<file path="src/rtl/key_seq_ctrl_if.sv">
// Backplane/PAL side of the key sequencer: address-bus arbitration, BA7..BA4 drive and the
// PAL strobe with its two returned data bits.
interface key_seq_ctrl_if;
    logic       bus_req;
    logic       bus_gnt;
    logic [3:0] ba;
    logic       ba_oe;
    logic       sser_n;
    logic       sdrd_in;
    logic       p12_in;

    modport master (
        output bus_req,
        output ba,
        output ba_oe,
        output sser_n,
        input  bus_gnt,
        input  sdrd_in,
        input  p12_in
    );

    modport slave (
        input  bus_req,
        input  ba,
        input  ba_oe,
        input  sser_n,
        output bus_gnt,
        output sdrd_in,
        output p12_in
    );
endinterface

</file>
<file path="src/rtl/key_seq_ctrl.sv">
// Key/serial PAL sequencer: wins the address bus, replays a nibble table onto BA7..BA4 for
// NSTEPS read cycles and collects the PAL's SDRD/p12 bits into key_d/key_p.
module key_seq_ctrl #(
    parameter int unsigned NSTEPS   = 16,
    parameter int unsigned STRB_CYC = 2
) (
    input  logic           clk,
    input  logic           rst_n,
    input  logic           tbl_we,
    input  logic [3:0]     tbl_idx,
    input  logic [3:0]     tbl_nib,
    input  logic           start,
    input  logic           abort,
    output logic           busy,
    output logic           done,
    output logic [15:0]    key_d,
    output logic [15:0]    key_p,
    key_seq_ctrl_if.master bus
);

    typedef enum logic [2:0] {
        StIdle,
        StReq,
        StSetup,
        StStrobe,
        StRecover,
        StDone
    } state_e;

    localparam logic [3:0] LastStep = 4'(NSTEPS - 1);
    localparam logic [2:0] LastStrb = 3'(STRB_CYC - 1);

    state_e      state_q, state_d;
    logic [3:0]  step_q, step_d;
    logic [2:0]  strb_q, strb_d;
    logic [15:0] key_d_q, key_d_d;
    logic [15:0] key_p_q, key_p_d;
    logic [3:0]  tbl_q [16];
    logic        bus_req_q, ba_oe_q, sser_n_q, done_q;
    logic [3:0]  ba_q;
    logic        drive_d;

    assign busy        = (state_q != StIdle);
    assign done        = done_q;
    assign key_d       = key_d_q;
    assign key_p       = key_p_q;
    assign bus.bus_req = bus_req_q;
    assign bus.ba_oe   = ba_oe_q;
    assign bus.ba      = ba_q;
    assign bus.sser_n  = sser_n_q;

    always_comb begin
        state_d = state_q;
        step_d  = step_q;
        strb_d  = strb_q;
        key_d_d = key_d_q;
        key_p_d = key_p_q;
        unique case (state_q)
            StIdle: begin
                if (start && !abort) begin
                    state_d = StReq;
                    step_d  = '0;
                    key_d_d = '0;
                    key_p_d = '0;
                end
            end
            StReq: begin
                if (bus.bus_gnt) state_d = StSetup;
            end
            StSetup: begin
                state_d = StStrobe;
                strb_d  = '0;
            end
            StStrobe: begin
                // Grant is deliberately ignored here; a started PAL cycle always completes.
                if (strb_q == LastStrb) begin
                    key_d_d[step_q] = bus.sdrd_in;
                    key_p_d[step_q] = bus.p12_in;
                    state_d         = StRecover;
                end else begin
                    strb_d = strb_q + 3'd1;
                end
            end
            StRecover: begin
                if (step_q == LastStep) begin
                    state_d = StDone;
                end else begin
                    step_d  = step_q + 4'd1;
                    state_d = bus.bus_gnt ? StSetup : StReq;
                end
            end
            StDone: begin
                state_d = StIdle;
            end
            default: begin
                state_d = StIdle;
            end
        endcase
        // Abort beats everything, including a sample landing on the same edge.
        if (abort && state_q != StIdle) begin
            state_d = StIdle;
            step_d  = step_q;
            key_d_d = key_d_q;
            key_p_d = key_p_q;
        end
    end

    assign drive_d = (state_d == StSetup) || (state_d == StStrobe) || (state_d == StRecover);

    always_ff @(posedge clk or negedge rst_n) begin
        if (!rst_n) begin
            state_q <= StIdle;
            step_q  <= '0;
            strb_q  <= '0;
            key_d_q <= '0;
            key_p_q <= '0;
        end else begin
            state_q <= state_d;
            step_q  <= step_d;
            strb_q  <= strb_d;
            key_d_q <= key_d_d;
            key_p_q <= key_p_d;
        end
    end

    // Bus outputs are registered from the next state so the PAL clock never glitches.
    always_ff @(posedge clk or negedge rst_n) begin
        if (!rst_n) begin
            bus_req_q <= 1'b0;
            ba_oe_q   <= 1'b0;
            ba_q      <= '0;
            sser_n_q  <= 1'b1;
            done_q    <= 1'b0;
        end else begin
            bus_req_q <= (state_d == StReq) || drive_d;
            ba_oe_q   <= drive_d;
            ba_q      <= drive_d ? tbl_q[step_d] : 4'h0;
            sser_n_q  <= (state_d != StStrobe);
            done_q    <= (state_d == StDone);
        end
    end

    always_ff @(posedge clk or negedge rst_n) begin
        if (!rst_n) begin
            for (int i = 0; i < 16; i++) tbl_q[i] <= '0;
        end else if (tbl_we && !busy) begin
            tbl_q[tbl_idx] <= tbl_nib;
        end
    end

endmodule

</file>
<file path="src/flat_wrapper.sv">
// flat-port wrapper written by rule: the top's interface ports become plain ports
module key_seq_ctrl_flat 
#(
    parameter int unsigned NSTEPS   = 16,
    parameter int unsigned STRB_CYC = 2
)
  (clk, rst_n, tbl_we, tbl_idx, tbl_nib, start, abort, busy, done, key_d, key_p, bus_bus_req, bus_ba, bus_ba_oe, bus_sser_n, bus_bus_gnt, bus_sdrd_in, bus_p12_in);
  key_seq_ctrl_if bus_i ();
  input  logic clk;
  input  logic rst_n;
  input  logic tbl_we;
  input  logic [3:0] tbl_idx;
  input  logic [3:0] tbl_nib;
  input  logic start;
  input  logic abort;
  output logic busy;
  output logic done;
  output logic [15:0] key_d;
  output logic [15:0] key_p;
  output wire logic [$bits(bus_i.bus_req)-1:0] bus_bus_req;
  output wire logic [$bits(bus_i.ba)-1:0] bus_ba;
  output wire logic [$bits(bus_i.ba_oe)-1:0] bus_ba_oe;
  output wire logic [$bits(bus_i.sser_n)-1:0] bus_sser_n;
  input wire logic [$bits(bus_i.bus_gnt)-1:0] bus_bus_gnt;
  input wire logic [$bits(bus_i.sdrd_in)-1:0] bus_sdrd_in;
  input wire logic [$bits(bus_i.p12_in)-1:0] bus_p12_in;
  assign bus_bus_req = bus_i.bus_req;
  assign bus_ba = bus_i.ba;
  assign bus_ba_oe = bus_i.ba_oe;
  assign bus_sser_n = bus_i.sser_n;
  assign bus_i.bus_gnt = bus_bus_gnt;
  assign bus_i.sdrd_in = bus_sdrd_in;
  assign bus_i.p12_in = bus_p12_in;
  key_seq_ctrl #(.NSTEPS(NSTEPS), .STRB_CYC(STRB_CYC)) u_core (.clk(clk), .rst_n(rst_n), .tbl_we(tbl_we), .tbl_idx(tbl_idx), .tbl_nib(tbl_nib), .start(start), .abort(abort), .busy(busy), .done(done), .key_d(key_d), .key_p(key_p), .bus(bus_i));
endmodule
</file>
<file path="config.mk">
export PLATFORM = sky130hd
export DESIGN_NAME = key_seq_ctrl_flat
export DESIGN_NICKNAME = d
export VERILOG_FILES = /design/src/rtl/key_seq_ctrl_if.sv /design/src/rtl/key_seq_ctrl.sv /design/src/flat_wrapper.sv
export SDC_FILE = /design/constraint.sdc
export NUM_CORES = 1
export LEC_CHECK = 0
export BUFFER_PORTS_ARGS = -buffer_cell sky130_fd_sc_hd__buf_2
export CORE_MARGIN = 2
export CORE_UTILIZATION = 63
export DETAILED_ROUTE_END_ITERATION = 12
export HOLD_SLACK_MARGIN = 0.15
export PLACE_DENSITY_LB_ADDON = 0.3
export SLEW_MARGIN = 20
export SYNTH_ARGS = -nofsm -noshare
export SYNTH_HDL_FRONTEND = slang
export SYNTH_SLANG_ARGS = --single-unit
</file>
<file path="constraint.sdc">
create_clock -name clk -period 5.6 [get_ports clk]
set_input_delay 0.84 -clock clk [delete_from_list [all_inputs] [get_ports clk]]
set_output_delay 0.84 -clock clk [all_outputs]
set_load 0.03 [all_outputs]
</file>
==> metrics.txt, run 1 <==
Flop pwr share=40.4%; number of buffers on the longest clock path=2; drt drc=0; # hold bufs at CTS=0; max_slew headroom=39.6%; slowest cell on the critical path=nor2b_1; Crit. End Element=flip-flop; commonest non-fill, non-tap cell in the layout=dfrtp_1; Req. time, crit path=6.03 ns; first-pass GRT wire length=21600 um; RD Place Congestion=0.860; Final Hold Violating Endpoints=0; Startpoint Class=flip-flop; Seq cells post-synth=114; Initial DRC Count=341; Vias=4105; dpl cell area=5760 um^2; detailed-route vias per instance=6.26; Switching Fraction=32.4%; Setup violations, final=0; period utilisation layout=61.1%; First-pass DRT Iterations=6; Tot Pwr=3.30 mW; most frequent cells in the layout=dfrtp_1 (113), mux2_2 (70), o21ai_0 (60); crit path time final=3.42 ns; YS warnings=0; die area=9450 um^2; worst-margin pin slew=0.904 ns; # resized after CTS=0; Netlist Area Pre-Place=5470 um^2; I/O pin cnt=57; status=completed; Hold Crit Class=in -> async; Crit path largest cell delay=0.78 ns; Overflow after GRT=0; CP cell instances=nor2b_1, nand2_1, o311ai_1, nand2_1, a311oi_2, a32oi_1, o211ai_1; Top delay family on crit path=simple AND/OR/NAND/NOR gates; # port buffers=56; P_int=2.23 mW; Clock power frac=33.1%; most frequent CP cell=nand2_1; final clock skew=0.00699 ns; FP Rows=34; CTS root buf=clkbuf_8; Synth cell types=57; Core Area=8550 um^2; worst slack, placed=2.18 ns; final wirelength=13100 um; Routed Antenna Nets=0; EDFF count, synth=0; sequential cell area fraction in the yosys report=52.1%; Cells after Synth=486; Antenna Cells=0; Leak=3.11 nW; VDD IR max=0.000354 V; leading register cell type out of synthesis=dfrtp_1; setup ws final=2.18 ns; DP HPWL=8610 um; Area Growth Syn to Fin=16.1%; worst skew pair latency=0.52 ns; vias in the first global route=4230; TritonCTS buffer count=17; Mapped Nets=508; Final #Nets=559; fmax=292 MHz; pwr dens=519 nW/um^2; GRT Resource Usage Total=29.0%; Max-Cap Viols=0; ys async rst share=100%; setup tns final=0 ns; largest net degree at the start of global routing=70; Worst-path clk slew=0.06 ns; cell area after layout=6350 um^2; DP Cell Count=626; WP buf/inv=0; crit path kind=reg -> reg; CTS tree=built; Final Slew Violations=0; Switch Pwr=1.07 mW; antenna violations before repair=0; Mean Syn Cell Area=11.3 um^2; CTS Sinks=114; Arrival @ worst endpoint=3.85 ns; H-tree levels=4; Initial Util=64.0%; Horiz. Die Dim=97.2 um; setup bufs post-CTS=0; DIE HEIGHT=97.2 um; Avg WL per Cell=19.9 um; RSZ-0062 raised after global routing=no; post-layout instance count excluding filler cells=656; CP Max Fanout=13; layout cells sized above 1=32.5%; Gate power share=26.5%
## flip-flops by register name (all words and copies together), names as in the netlist, 3 cells and up
signal          count
u_core.bus.ba       4
u_core.key_d       16
u_core.key_p       16
u_core.state_q      3
u_core.step_q       4
u_core.strb_q       3
u_core.tbl_q       64
## path summary, 6_finish.rpt
check,startpoint,to,cells after the start,slack (ns)
hold / removal,rst_n,u_core.key_d[3]$_DFFE_PN0P_,1,0.41
setup / recovery,u_core.state_q[1]$_DFF_PN0_,u_core.bus.ba[1]$_DFF_PN0_,7,2.18
setup reg to reg,u_core.state_q[1]$_DFF_PN0_,u_core.bus.ba[1]$_DFF_PN0_,7,2.18
max in group asynchronous,rst_n,u_core.step_q[0]$_DFF_PN0_,2,4.09
min in group clk,u_core.key_d[2]$_DFFE_PN0P_,u_core.key_d[2]$_DFFE_PN0P_,2,0.47
hold reg to reg,u_core.key_d[2]$_DFFE_PN0P_,u_core.key_d[2]$_DFFE_PN0P_,2,0.47
## layout make-up
type,count,area (um^2)
Clock inverter,11,163
Fill cell,571,2200
Inverter,9,38.8
Timing Repair Buffer,58,298
Clock buffer,19,432
Multi-Input combinational cell,337,2430
Sequential cell,114,2850
Tap cell,108,135
## synthesized netlist by cell type (2+ instances only)
library cell	n	area [um^2]
buf_1	2	7.51
nand2b_1	3	18.8
a221oi_1	2	17.5
inv_2	2	7.51
nor3_1	9	45.0
a31o_2	6	52.6
nor4_1	2	12.5
a21oi_1	13	65.1
buf_6	3	33.8
inv_1	6	22.5
mux2_2	70	788
a22o_1	2	17.5
nor2b_1	10	62.6
o21ai_0	60	300
clkbuf_1	14	52.6
ha_1	6	75.1
nand2_1	57	214
mux2i_1	28	280
and3_1	6	37.5
o21ai_1	2	10.0
o221ai_1	2	17.5
nor2_1	18	67.6
dfrtp_1	113	2830
nand3_1	11	55.1
o22ai_1	3	18.8
buf_2	5	25.0
## power by group through the flow
| stage | registers, mW | logic, mW | clock network, mW |
|---|---|---|---|
| floorplan | 1.35 | 0.578 | 0 |
| global placement | 1.32 | 0.824 | 0 |
| detailed placement | 1.33 | 0.866 | 0 |
| CTS | 1.32 | 0.876 | 1.10 |
| global route | 1.36 | 0.951 | 1.14 |
| finish | 1.33 | 0.874 | 1.09 |
## through the flow
| stage | utilization [%] | hold slack, ns |
|---|---|---|
| after CTS | 74.3 | 0.462 |
| after global routing | 74.3 | 0.499 |
| after detailed placement | 67.4 | 0.466 |
| after floorplan | - | 0.474 |
| final | 74.3 | 0.415 |
| after global placement | 67.4 | 0.458 |
## metal layers
layer / share of wire (%) / track usage [%] / wire, um
met2: 51 / 47.9 / 6680
met5: 0 / 0 / 0
met3: 5.7 / 7.63 / 750
met1: 40 / 36.6 / 5260
met4: 2.8 / 11.9 / 364
## kinds of logic after synthesis
logic type	count (synthesis)	share of synthesized area, %
compound gates	107	12.1
flops	114	52.1
simple gates	125	11.1
mux	99	19.9
fa+ha+maj	6	1.37
buf+inv	35	3.38
Power figures use the tool's default switching activity.
==> run 2, diff against run 1 <==
--- a/config.mk
+++ b/config.mk
@@ -7,7 +7,7 @@
 export LEC_CHECK = 0
 export BUFFER_PORTS_ARGS = -buffer_cell sky130_fd_sc_hd__buf_2
 export CORE_MARGIN = 2
-export CORE_UTILIZATION = 63
+export CORE_UTILIZATION = 59
 export DETAILED_ROUTE_END_ITERATION = 12
 export HOLD_SLACK_MARGIN = 0.15
 export PLACE_DENSITY_LB_ADDON = 0.3
==> constraint.sdc (replaced) <==
create_clock -name clk -period 3.3 [get_ports clk]
set_input_delay 0.495 -clock clk [delete_from_list [all_inputs] [get_ports clk]]
set_output_delay 0.495 -clock clk [all_outputs]
set_load 0.03 [all_outputs]
==> metrics.txt, run 2 (same netlist as run 1, synthesis figures left out) <==
CTS root buf=clkbuf_8; fmax=357 MHz; RSZ-0062 raised after global routing=no; detailed-route vias per instance=6.15; Setup violations, final=0; Switch Pwr=1.83 mW; Antenna Cells=0; setup tns final=0 ns; Switching Fraction=33.2%; setup ws final=0.501 ns; CP Max Fanout=18; Hold Startpoint=abort; CTS Sinks=114; TritonCTS buffer count=17; VDD IR max=0.000432 V; Worst-path clk slew=0.06 ns; Arrival @ worst endpoint=3.19 ns; GRT Resource Usage Total=27.0%; worst skew pair latency=0.52 ns; RD Place Congestion=0.906; origin of the worst setup path=u_core.state_q[1]$_DFF_PN0_; most frequent cells in the layout=dfrtp_1 (113), mux2_2 (70), o21ai_0 (60); worst slack, placed=0.548 ns; Clock power frac=32.2%; vias in the first global route=4228; Final #Nets=563; Overflow after GRT=0; # port buffers=56; final wirelength=12700 um; layout filler cell count=675; Vias=4088; period utilisation layout=84.8%; P_int=3.67 mW; # resized after CTS=0; Reg with most FFs=u_core.tbl_q; I/O pin cnt=57; Final Hold Violating Endpoints=0; final clock skew=0.00594 ns; pwr dens=859 nW/um^2; Core Area=9110 um^2; Routed Antenna Nets=0; max_slew headroom=44.2%; die area=10100 um^2; Min Hold Slack=0.316 ns; Horiz. Die Dim=100 um; drt drc=0; Initial DRC Count=257; crit path kind=reg -> reg; First-pass DRT Iterations=5; worst-margin pin slew=0.830 ns; Max-Cap Viols=0; status=completed; largest net degree at the start of global routing=62; max reg flops=64; DIE HEIGHT=100 um; CTS tree=built; commonest non-fill, non-tap cell in the layout=dfrtp_1; antenna violations before repair=0; Avg WL per Cell=19.1 um; first-pass GRT wire length=21000 um; R2R Path Start=u_core.state_q[1]$_DFF_PN0_; Leak=3.13 nW; Gate power share=27.8%; number of buffers on the longest clock path=2; layout cells sized above 1=33.2%; H-tree levels=4; FP Rows=35; Initial Util=60.1%; Area Growth Syn to Fin=17.0%; Hold Crit Class=in -> reg; Crit. End Element=flip-flop; Flop pwr share=39.9%; Startpoint Class=flip-flop; DP HPWL=8480 um; crit path time final=2.80 ns; Final Slew Violations=0; Tot Pwr=5.50 mW; Req. time, crit path=3.69 ns
[run 2: cell types whose count changed in the layout (fill, tap and decap cells not counted)]
| cell | previous run | this run |
|---|---|---|
| clkinv_4 | 1 | 5 |
| inv_6 | 0 | 3 |
| buf_12 | 0 | 2 |
| bufinv_16 | 4 | 2 |
| clkinv_2 | 4 | 2 |
| buf_4 | 3 | 4 |
| clkbuf_1 | 1 | 0 |
| dlygate4sd3_1 | 0 | 1 |
[run 2: repair_timing]
item	4_1_cts	5_1_grt
buffers inserted	0	0
endpoints found under the hold margin	59	0
hold buffers	1	0
[run 2: path summary, 6_finish.rpt]
path / slack (ns) / endpoint / cells past startpoint
worst min register to register: 0.48 / u_core.key_d[7]$_DFFE_PN0P_ / 2
worst min-delay path: 0.32 / u_core.state_q[2]$_DFF_PN0_ / 2
worst max-delay path: 0.50 / u_core.bus.ba[1]$_DFF_PN0_ / 10
min in group asynchronous: 0.59 / u_core.strb_q[1]$_DFFE_PN0P_ / 2
worst max register to register: 0.50 / u_core.bus.ba[1]$_DFF_PN0_ / 10
max in group asynchronous: 1.97 / u_core.tbl_q[55]$_DFFE_PN0P_ / 3
[run 2: layout make-up]
type / count / area [um^2] / area share [%]
clock buffer: 18 / 428 / 6.68
clock inverter: 14 / 154 / 2.40
inverter: 9 / 38.8 / 0.606
multi-input combinational: 337 / 2430 / 38.0
sequential: 114 / 2850 / 44.6
tap: 111 / 139 / 2.17
timing repair buffer: 62 / 355 / 5.55
[run 2: through the flow]
| stage | utilization [%] | cell area [um^2] | cells |
|---|---|---|---|
| CTS | 70.3 | 6400 | 665 |
| global route | 70.3 | 6400 | 665 |
| floorplan | - | 5470 | 486 |
| detailed placement | 63.8 | 5810 | 632 |
| global placement | 63.8 | 5810 | 632 |
| finish | 70.3 | 6400 | 665 |
[run 2: critical path, stage by stage (launching register included)]
cell	delay [ns]
dfrtp_1	0.50
or2_1	0.29
nor2_1	0.21
inv_2	0.09
nor2_2	0.16
a311o_1	0.41
clkinv_4	0.22
nor4_1	0.38
a311oi_2	0.10
a32oi_1	0.20
o211ai_1	0.11
[run 2: power groups by stage]
stage / clock network [mW] / logic, mW / registers, mW
after floorplan: 0 / 0.981 / 2.30
after detailed placement: 0 / 1.52 / 2.21
after CTS: 1.79 / 1.54 / 2.19
after global routing: 1.86 / 1.67 / 2.25
final: 1.77 / 1.53 / 2.20
after global placement: 0 / 1.49 / 2.17
[run 2: layer usage]
layer / up-vias / wire [um] / global-route usage, %
met3: 26 / 738 / 6.41
met4: 0 / 256 / 9.69
met5: - / 0 / 0
met2: 165 / 6390 / 45.6
met1: 2026 / 5300 / 34.1
li1: 1871 / - / -
